### src/rtl/uart_tx_serializer_if.sv
// System-side bundle for the UART transmitter: the parallel byte with its
// framing options, the valid/busy handshake, and the serial line.
// The master is the byte producer and the slave is the serializer.
interface uart_tx_serializer_if #(
    parameter int DATA_WIDTH = 8,
    parameter int PS_WIDTH   = 6
) ();
    logic [DATA_WIDTH-1:0] p_data;
    logic                  data_valid;
    logic                  par_en;
    logic                  par_typ;
    logic [PS_WIDTH-1:0]   prescale;
    logic                  tx_out;
    logic                  busy;

    modport master (
        output p_data,
        output data_valid,
        output par_en,
        output par_typ,
        output prescale,
        input  tx_out,
        input  busy
    );

    modport slave (
        input  p_data,
        input  data_valid,
        input  par_en,
        input  par_typ,
        input  prescale,
        output tx_out,
        output busy
    );
endinterface

### src/rtl/uart_tx_serializer.sv
// UART transmitter running on the RX oversampling clock.
// Each frame is a start bit, DATA_WIDTH data bits LSB first, an optional
// parity bit and one stop bit. Every bit is held for P clk cycles, where P is
// the prescale captured when the byte was accepted (8, 16 or 32; anything
// else falls back to 16). tx_out and busy come straight from flops.
module uart_tx_serializer #(
    parameter int DATA_WIDTH = 8,
    parameter int PS_WIDTH   = 6
) (
    input  logic                 clk,
    input  logic                 rst_n,
    uart_tx_serializer_if.slave  bus
);

    localparam int IDX_W = (DATA_WIDTH > 1) ? $clog2(DATA_WIDTH) : 1;
    localparam logic [IDX_W-1:0] IDX_LAST = IDX_W'(DATA_WIDTH - 1);

    typedef enum logic [2:0] {
        ST_IDLE,
        ST_START,
        ST_DATA,
        ST_PARITY,
        ST_STOP
    } state_t;

    state_t                r_state;
    logic [PS_WIDTH-1:0]   r_cnt;
    logic [IDX_W-1:0]      r_idx;
    logic [DATA_WIDTH-1:0] r_data;
    logic                  r_par_en;
    logic                  r_par_typ;
    logic [PS_WIDTH-1:0]   r_ps;
    logic                  r_tx_out;
    logic                  r_busy;

    state_t                w_state_next;
    logic [PS_WIDTH-1:0]   w_cnt_next;
    logic [IDX_W-1:0]      w_idx_next;
    logic [DATA_WIDTH-1:0] w_data_next;
    logic                  w_par_en_next;
    logic                  w_par_typ_next;
    logic [PS_WIDTH-1:0]   w_ps_next;
    logic                  w_tx_out_next;
    logic                  w_busy_next;

    logic [PS_WIDTH-1:0]   w_ps_eff;
    logic [PS_WIDTH-1:0]   w_ps_last;
    logic                  w_bit_end;
    logic [IDX_W-1:0]      w_idx_inc;
    logic                  w_parity;

    // Map the incoming prescale onto a supported bit period; illegal values
    // are normalised once at acceptance so the frame logic only sees 8/16/32.
    always_comb begin
        w_ps_eff = PS_WIDTH'(16);
        if (bus.prescale == PS_WIDTH'(8) || bus.prescale == PS_WIDTH'(16) ||
            bus.prescale == PS_WIDTH'(32)) begin
            w_ps_eff = bus.prescale;
        end
    end

    assign w_ps_last = r_ps - PS_WIDTH'(1);
    assign w_bit_end = (r_cnt == w_ps_last);
    assign w_idx_inc = r_idx + IDX_W'(1);
    // Even parity when par_typ=0, odd when par_typ=1, from the held byte only.
    assign w_parity  = (^r_data) ^ r_par_typ;

    // Next-state logic: bit-period counting, bit sequencing and the next
    // value of the registered serial line and busy flag.
    always_comb begin
        w_state_next   = r_state;
        w_cnt_next     = w_bit_end ? '0 : r_cnt + PS_WIDTH'(1);
        w_idx_next     = r_idx;
        w_data_next    = r_data;
        w_par_en_next  = r_par_en;
        w_par_typ_next = r_par_typ;
        w_ps_next      = r_ps;
        w_tx_out_next  = r_tx_out;
        w_busy_next    = r_busy;

        case (r_state)
            ST_IDLE: begin
                w_cnt_next    = '0;
                w_idx_next    = '0;
                w_tx_out_next = 1'b1;
                w_busy_next   = 1'b0;
                if (bus.data_valid) begin
                    w_data_next    = bus.p_data;
                    w_par_en_next  = bus.par_en;
                    w_par_typ_next = bus.par_typ;
                    w_ps_next      = w_ps_eff;
                    w_state_next   = ST_START;
                    w_tx_out_next  = 1'b0;
                    w_busy_next    = 1'b1;
                end
            end
            ST_START: begin
                if (w_bit_end) begin
                    w_state_next  = ST_DATA;
                    w_idx_next    = '0;
                    w_tx_out_next = r_data[0];
                end
            end
            ST_DATA: begin
                if (w_bit_end) begin
                    if (r_idx == IDX_LAST) begin
                        if (r_par_en) begin
                            w_state_next  = ST_PARITY;
                            w_tx_out_next = w_parity;
                        end else begin
                            w_state_next  = ST_STOP;
                            w_tx_out_next = 1'b1;
                        end
                    end else begin
                        w_idx_next    = w_idx_inc;
                        w_tx_out_next = r_data[w_idx_inc];
                    end
                end
            end
            ST_PARITY: begin
                if (w_bit_end) begin
                    w_state_next  = ST_STOP;
                    w_tx_out_next = 1'b1;
                end
            end
            ST_STOP: begin
                if (w_bit_end) begin
                    w_state_next  = ST_IDLE;
                    w_tx_out_next = 1'b1;
                    w_busy_next   = 1'b0;
                end
            end
            default: begin
                w_state_next  = ST_IDLE;
                w_cnt_next    = '0;
                w_tx_out_next = 1'b1;
                w_busy_next   = 1'b0;
            end
        endcase
    end

    // State and output registers; reset abandons any frame and parks the line high.
    always_ff @(posedge clk or negedge rst_n) begin
        if (!rst_n) begin
            r_state   <= ST_IDLE;
            r_cnt     <= '0;
            r_idx     <= '0;
            r_data    <= '0;
            r_par_en  <= 1'b0;
            r_par_typ <= 1'b0;
            r_ps      <= PS_WIDTH'(16);
            r_tx_out  <= 1'b1;
            r_busy    <= 1'b0;
        end else begin
            r_state   <= w_state_next;
            r_cnt     <= w_cnt_next;
            r_idx     <= w_idx_next;
            r_data    <= w_data_next;
            r_par_en  <= w_par_en_next;
            r_par_typ <= w_par_typ_next;
            r_ps      <= w_ps_next;
            r_tx_out  <= w_tx_out_next;
            r_busy    <= w_busy_next;
        end
    end

    assign bus.tx_out = r_tx_out;
    assign bus.busy   = r_busy;

endmodule

### src/flat_wrapper.sv
// flat-port wrapper written by rule: the top's interface ports become plain ports
module uart_tx_serializer_flat 
#(
    parameter int DATA_WIDTH = 8,
    parameter int PS_WIDTH   = 6
)
  (clk, rst_n, bus_p_data, bus_data_valid, bus_par_en, bus_par_typ, bus_prescale, bus_tx_out, bus_busy);
  uart_tx_serializer_if #(.DATA_WIDTH(DATA_WIDTH), .PS_WIDTH(PS_WIDTH)) bus_i ();
  input  logic clk;
  input  logic rst_n;
  input wire logic [$bits(bus_i.p_data)-1:0] bus_p_data;
  input wire logic [$bits(bus_i.data_valid)-1:0] bus_data_valid;
  input wire logic [$bits(bus_i.par_en)-1:0] bus_par_en;
  input wire logic [$bits(bus_i.par_typ)-1:0] bus_par_typ;
  input wire logic [$bits(bus_i.prescale)-1:0] bus_prescale;
  output wire logic [$bits(bus_i.tx_out)-1:0] bus_tx_out;
  output wire logic [$bits(bus_i.busy)-1:0] bus_busy;
  assign bus_i.p_data = bus_p_data;
  assign bus_i.data_valid = bus_data_valid;
  assign bus_i.par_en = bus_par_en;
  assign bus_i.par_typ = bus_par_typ;
  assign bus_i.prescale = bus_prescale;
  assign bus_tx_out = bus_i.tx_out;
  assign bus_busy = bus_i.busy;
  uart_tx_serializer #(.DATA_WIDTH(DATA_WIDTH), .PS_WIDTH(PS_WIDTH)) u_core (.clk(clk), .rst_n(rst_n), .bus(bus_i));
endmodule
### config.mk
export PLATFORM = sky130hd
export DESIGN_NAME = uart_tx_serializer_flat
export DESIGN_NICKNAME = d
export VERILOG_FILES = /design/src/rtl/uart_tx_serializer_if.sv /design/src/rtl/uart_tx_serializer.sv /design/src/flat_wrapper.sv
export SDC_FILE = /design/constraint.sdc
export NUM_CORES = 1
export LEC_CHECK = 0
export CAP_MARGIN = 40
export CELL_PAD_IN_SITES_DETAIL_PLACEMENT = 1
export CELL_PAD_IN_SITES_GLOBAL_PLACEMENT = 1
export CORE_MARGIN = 3
export CORE_UTILIZATION = 48
export CTS_BUF_LIST = sky130_fd_sc_hd__clkbuf_4 sky130_fd_sc_hd__clkbuf_8
export CTS_CLUSTER_SIZE = 16
export DETAILED_ROUTE_END_ITERATION = 6
export GPL_TIMING_DRIVEN = 0
export PLACE_DENSITY = 0.93
export SYNTH_ARGS = -nofsm -noshare
export SYNTH_HDL_FRONTEND = slang
export SYNTH_SLANG_ARGS = --single-unit
export TNS_END_PERCENT = 30
### constraint.sdc
create_clock -name clk -period 3.1 [get_ports clk]
set_clock_uncertainty 0.2 [all_clocks]
set_input_delay 0.62 -clock clk [delete_from_list [all_inputs] [get_ports clk]]
set_output_delay 0.62 -clock clk [all_outputs]
set_load 0.01 [all_outputs]
==> impl_metrics.ini, run 1 <==
[timing]
relSlewSlack = 0.643
fin_crit_sh = 0.773
setup_viol = 0
tightest_slew_ps = 534
post-route-min-period_ps = 2400
hold_violations = 0
fmax_mhz = 417
rsz0062_at_grt = false
setup_ws_ps = 703
final.setup.tns_ps = 0
whs_ps = 353
drv_slew = 0

[place]
dp_slack_ps = 728
dp.cells = 214
dp_hpwl_um = 3050
place_congestion = 0.840
numPortBuffers = 20

[routing]
post_drt_wl_per_cell_um = 21.6
drc = 0
vias = 1306
wirelength_um = 4790
first_pass_iters = 4
via_per_inst = 5.88
drtIter0Drc = 60
drtAntennaViolNets = 0

[clocking]
ctsResizeCount = 0
cts.sinks = 30
cts_tree = done
cts.root.buffer_cell = clkbuf_4
ctsHoldBuffers = 0
clock_latency_ps = 350
cts_buffers = 5
clockBufferDepth = 2
path_clk_slew_ps = 110
cts_setup_buffers = 0
htree_num_levels = 2

[final_layout]
fill_cells = 337
n_antenna_cell = 0
drive_above_1_share = 0.180
fin_nets = 200
area_growth_pct = 20.4
final_cells = 222

[worst_setup_path]
start_kind = flip-flop
worstPathRequired_ps = 3100
critical_path_class = flip-flop to flip-flop
cp-end-kind = flip-flop
critPathArrivalTime_ps = 2400
cp_max_fo = 5

[synthesis]
synth_nets = 172
synth_flop_cell = dfrtp_1
synth_edf_count = 0
synth_top_cell_area_share = 0.428
synth_top_cells_by_area = dfrtp_1 43%, xnor2_1 7.5%, mux2_2 6.9%, dfstp_2 3.2%, mux4_1 3.2%
async_flop_share = 1.00
synth-seq-cells = 30
synth_cells = 149
ys_types = 38
syn_area_mm2 = 0.00164
avgSynthCellArea_um2 = 11.0
yosysTopAreaCell = dfrtp_1
synth_commonest_cells = 28 x dfrtp_1, 14 x xnor2_1, 13 x nor2_1, 11 x inv_1, 10 x mux2_2
synth.most_common_cell = dfrtp_1
ys.warnings.count = 0
seq_area_frac_synth = 0.460

[pwr]
power_density_mw_per_mm2 = 1020
p_leak_nw = 0.854
irDropWorstVdd_uv = 670

[floorplanning]
fp-row-count = 20
io_pins = 21
die_y_um = 64.4
start_util = 0.519
die_w_um = 64.4
core_mm2 = 0.00315
die-area_mm2 = 0.00415

[global_routing]
grt_max_degree = 21
grt_pass1_wl_um = 8060
grt-ovfl-total = 0
first_global_vias = 1494
antenna_found_initial = 0
grt_use_total = 0.269

[job]
maxCapViolCount = 0

[outcome]
outcome = complete, no violations

[worst_hold_path]
hold_class = flip-flop to flip-flop
-- layout make-up --
class                           instances  area, um2  area share
Buffer                                  4       25.0      0.0127
Clock buffer                            7       58.8      0.0298
Clock inverter                          1       5.00     0.00254
Inverter                               11       41.3      0.0209
Multi-Input combinational cell        104        818       0.415
Sequential cell                        30        753       0.382
Tap cell                               44       55.1      0.0279
Timing Repair Buffer                   21        215       0.109
-- critical path, cell delays in order (launching register included) --
cell and delay (ps):
dfrtp_1 430, inv_1 110, ha_1 310, xnor2_1 130, nor2_1 130, nand4b_2 200, or2_1 340, o41ai_2 380
-- where the power goes --
group	internal [mW]	switching [mW]	total, mW	leakage, nW
Clock	0.119	0.149	0.267	0.0387
Sequential	0.557	0.192	0.749	0.374
Combinational	0.481	0.505	0.985	0.442
Total	1.16	0.845	2.00	0.854
-- metal layers --
metal | share of wire | vias up | wire [um] | global-route usage
li1 | - | 580 | - | -
met1 | 0.41 | 662 | 1960 | 0.327
met2 | 0.51 | 49 | 2420 | 0.460
met3 | 0.061 | 15 | 292 | 0.0693
met4 | 0.024 | 0 | 113 | 0.100
met5 | 0 | - | 0 | 0
-- per-stage QoR --
step	util	cell area (um2)	power, mW
floorplan	-	1640	1.40
global placement	0.600	1890	1.57
detailed placement	0.605	1910	1.67
CTS	0.625	1970	2.00
global route	0.625	1970	2.14
finish	0.625	1970	2.00
-- worst paths after layout --
| kind | startpoint | to | slack [ps] | cells past startpoint |
|---|---|---|---|---|
| worst max register to register | u_core.r_ps[0] | u_core.r_state[2] | 700 | 7 |
| worst min register to register | u_core.r_idx[2] | u_core.r_idx[2] | 350 | 2 |
| worst min-delay path | u_core.r_idx[2] | u_core.r_idx[2] | 350 | 2 |
| max in group asynchronous | rst_n | u_core.bus.tx_out | 1690 | 2 |
| min in group asynchronous | rst_n | u_core.r_cnt[1] | 420 | 1 |
| worst max-delay path | u_core.r_ps[0] | u_core.r_state[2] | 700 | 7 |
-- state kept, by name, summed over array words and instances, names as in the netlist --
| signal | cells |
|---|---|
| u_core.bus.tx_out | 1 |
| u_core.r_idx | 3 |
| u_core.r_par_typ | 1 |
| u_core.r_state | 3 |
| u_core.r_cnt | 6 |
| u_core.r_par_en | 1 |
| u_core.r_data | 8 |
| u_core.bus.busy | 1 |
| u_core.r_ps | 6 |
-- logic make-up (layout without fill, tap and decap cells) --
kind of cell / Yosys count / in the layout / synth area share
simple gates: 42 / 42 / 0.132
mux: 16 / 16 / 0.128
fa+ha+maj: 4 / 4 / 0.0306
compound gates: 22 / 22 / 0.102
xor+xnor: 20 / 20 / 0.107
buf+inv: 15 / 44 / 0.0405
flops: 30 / 30 / 0.460
-- cell usage in the layout (no fill, tap or decap), types with 2 or more instances in the layout --
cell type	instances
dfrtp_1	28
clkdlybuf4s50_1	20
xnor2_1	14
nor2_1	13
inv_1	11
mux2_2	10
nand2_1	7
xor2_1	6
clkbuf_4	6
a21oi_1	5
nand3_1	5
o21ai_0	5
ha_1	4
nor3_1	3
and3_1	3
mux2i_1	3
nand2b_1	2
nand4_1	2
buf_2	2
buf_4	2
nor4_1	2
o32ai_1	2
mux4_1	2
dfstp_2	2
(Power assumes the default switching activity.)
==> inputs of run 2 (changes only) <==
- CORE_UTILIZATION: 48 -> 41
- PLACE_DENSITY: 0.93 -> 0.85
- clock period: 3.1 -> 2.1 ns (I/O delays scaled with it)
==> run 2 against run 1 <==
  * The run now ends with setup timing left
  * Worst hold slack worse by 19 ps
  * Sequential share of layout area is 4.0 points lower
  * Via count decreased by 3.1%
  * Global-route usage decreased by 9.5 points
  * Combinational power is 72% higher
  * Sequential power is 43% higher
  * Worst setup slack lost 720 ps
  * Cell area up 12%
  * Critical path depth rose by 1
  * First-iteration DRC count decreased by 48%
==> impl_metrics.ini, run 2 (same netlist as run 1, synthesis figures left out) <==
[floorplanning]
io_pins = 21
die_y_um = 69.2
fp-row-count = 22
core_mm2 = 0.00374
start_util = 0.438
die-area_mm2 = 0.00479
die_w_um = 69.2

[worst_setup_path]
start_kind = flip-flop
worstPathCellList = inv_2 -> ha_4 -> xnor2_2 -> nor2_2 -> nand4b_4 -> nor2_4 -> o221ai_4 -> mux2_4
critical_path_class = flip-flop to flip-flop
r2r_cells = 8
slowest_delay_ps = 400
slowest_stage = dfrtp_1
r2r_start = u_core.r_ps[0]
rr_endpoint = u_core.r_idx[0]
cp-end-kind = flip-flop
critPathArrivalTime_ps = 2070
r2r_slack_ps = -10
cp_max_fo = 3
worstPathRequired_ps = 2060

[timing]
tightest_slew_ps = 788
hold_violations = 0
setup_viol = 1
rsz0062_at_grt = true
relSlewSlack = 0.473
post-route-min-period_ps = 2110
setup_ws_ps = -13.7
whs_ps = 334
fin_crit_sh = 1.01
drv_slew = 0
final.setup.tns_ps = -13.7
fmax_mhz = 473

[routing]
drtIter0Drc = 31
wirelength_um = 3950
first_pass_iters = 4
vias = 1266
drc = 0
via_per_inst = 5.34
post_drt_wl_per_cell_um = 16.7
drtAntennaViolNets = 0

[final_layout]
area_growth_pct = 34.6
fin_nets = 212
largest_register_ffs = 8
layout_common_cells = 27 x dfrtp_1, 20 x clkdlybuf4s50_1, 13 x xnor2_1, 13 x buf_4, 11 x nor2_1
stdcell_area_mm2 = 0.00220
multi_input_area_um2 = 918
drive_above_1_share = 0.296
final_common_cell = dfrtp_1
fill_cells = 406
n_antenna_cell = 0
seq_area_um2 = 754
largest-register = u_core.r_data
fin_util = 0.589
reg_top3 = u_core.r_data (8), u_core.r_cnt (6), u_core.r_ps (6)

[clocking]
cts_buffers = 5
path_clk_slew_ps = 60
cts.sinks = 30
cts_tree = done
ctsHoldBuffers = 0
clock_latency_ps = 270
cts.root.buffer_cell = clkbuf_8
htree_num_levels = 2
clockBufferDepth = 2

[place]
numPortBuffers = 20
place_area_mm2 = 0.00193
dp_hpwl_um = 2840
place_congestion = 0.880

[pwr]
p_leak_nw = 0.951
irDropWorstVdd_uv = 729
power_density_mw_per_mm2 = 1460
total_power_mw = 3.22

[global_routing]
first_global_vias = 1379
grt-ovfl-total = 0
grt_pass1_wl_um = 6640
antenna_found_initial = 0
grt_use_total = 0.174
grt_max_degree = 17

[outcome]
outcome = finished with violations
failed_checks = setup timing

[job]
maxCapViolCount = 0

[worst_hold_path]
worstHoldStart = u_core.r_ps[4]
whs_endpoint = u_core.r_ps[4]
hold_class = flip-flop to flip-flop
holdPathStages = 2
## run 2: cell count changes in the layout (fill, tap and decap cells not counted), moves of 2 or more
| cell | before | now |
|---|---|---|
| buf_4 | 2 | 13 |
| clkbuf_8 | 1 | 5 |
| nor3_2 | 0 | 2 |
| inv_2 | 0 | 2 |
| nor2_1 | 13 | 11 |
| nor3_1 | 3 | 1 |
| ha_4 | 0 | 2 |
| ha_1 | 4 | 2 |
| clkbuf_4 | 6 | 2 |
| inv_1 | 11 | 9 |
## run 2: power by group
part | switching (mW) | internal (mW) | leakage [nW]
Sequential | 0.246 | 0.826 | 0.372
Combinational | 0.789 | 0.902 | 0.534
Clock | 0.201 | 0.253 | 0.0452
Total | 1.24 | 1.98 | 0.951
## run 2: timing repair
action                                  4_1_cts  5_1_grt
setup buffers                                 6        6
endpoints found under the setup margin       10        7
pin swaps                                     7        9
resized for setup                            11       10
## run 2: worst max path at each step
| stage | from | to |
|---|---|---|
| 6_report | u_core.r_ps[0] | u_core.r_idx[0] |
| 3_5_place_dp | u_core.r_ps[0] | u_core.r_idx[0] |
| 4_1_cts | u_core.r_ps[2] | u_core.r_idx[0] |
| 5_1_grt | u_core.r_ps[0] | u_core.r_idx[0] |
| 3_3_place_gp | u_core.r_ps[0] | u_core.r_idx[0] |
| 2_1_floorplan | u_core.r_ps[0] | u_core.r_idx[0] |
## run 2: final cells by class
type | count | share of cell area
Multi-Input combinational cell | 104 | 0.417
Timing Repair Buffer | 33 | 0.144
Clock buffer | 7 | 0.0380
Inverter | 11 | 0.0187
Tap cell | 48 | 0.0272
Sequential cell | 30 | 0.342
Buffer | 4 | 0.0131
## run 2: worst max-delay path, delay by kind of cell, from the launching register on
family	cells	cell delay, ps
compound gates	1	150
xor+xnor	1	130
fa+ha+maj	1	210
buf+inv	1	100
flops	1	400
mux	1	320
simple gates	3	500
## run 2: stage by stage
step / worst slack [ps] / std cells
after floorplan: 4.75 / 149
after detailed placement: -190 / 218
after global routing: -82.1 / 237
after global placement: -147 / 217
after CTS: -14.7 / 231
final: -13.7 / 237
## run 2: layer usage
| layer | wire, um | track usage | share of wire |
|---|---|---|---|
| met1 | 1650 | 0.206 | 0.42 |
| met2 | 2160 | 0.307 | 0.55 |
| met3 | 93 | 0.0493 | 0.024 |
| met4 | 51 | 0.0456 | 0.013 |
| met5 | 0 | 0 | 0 |
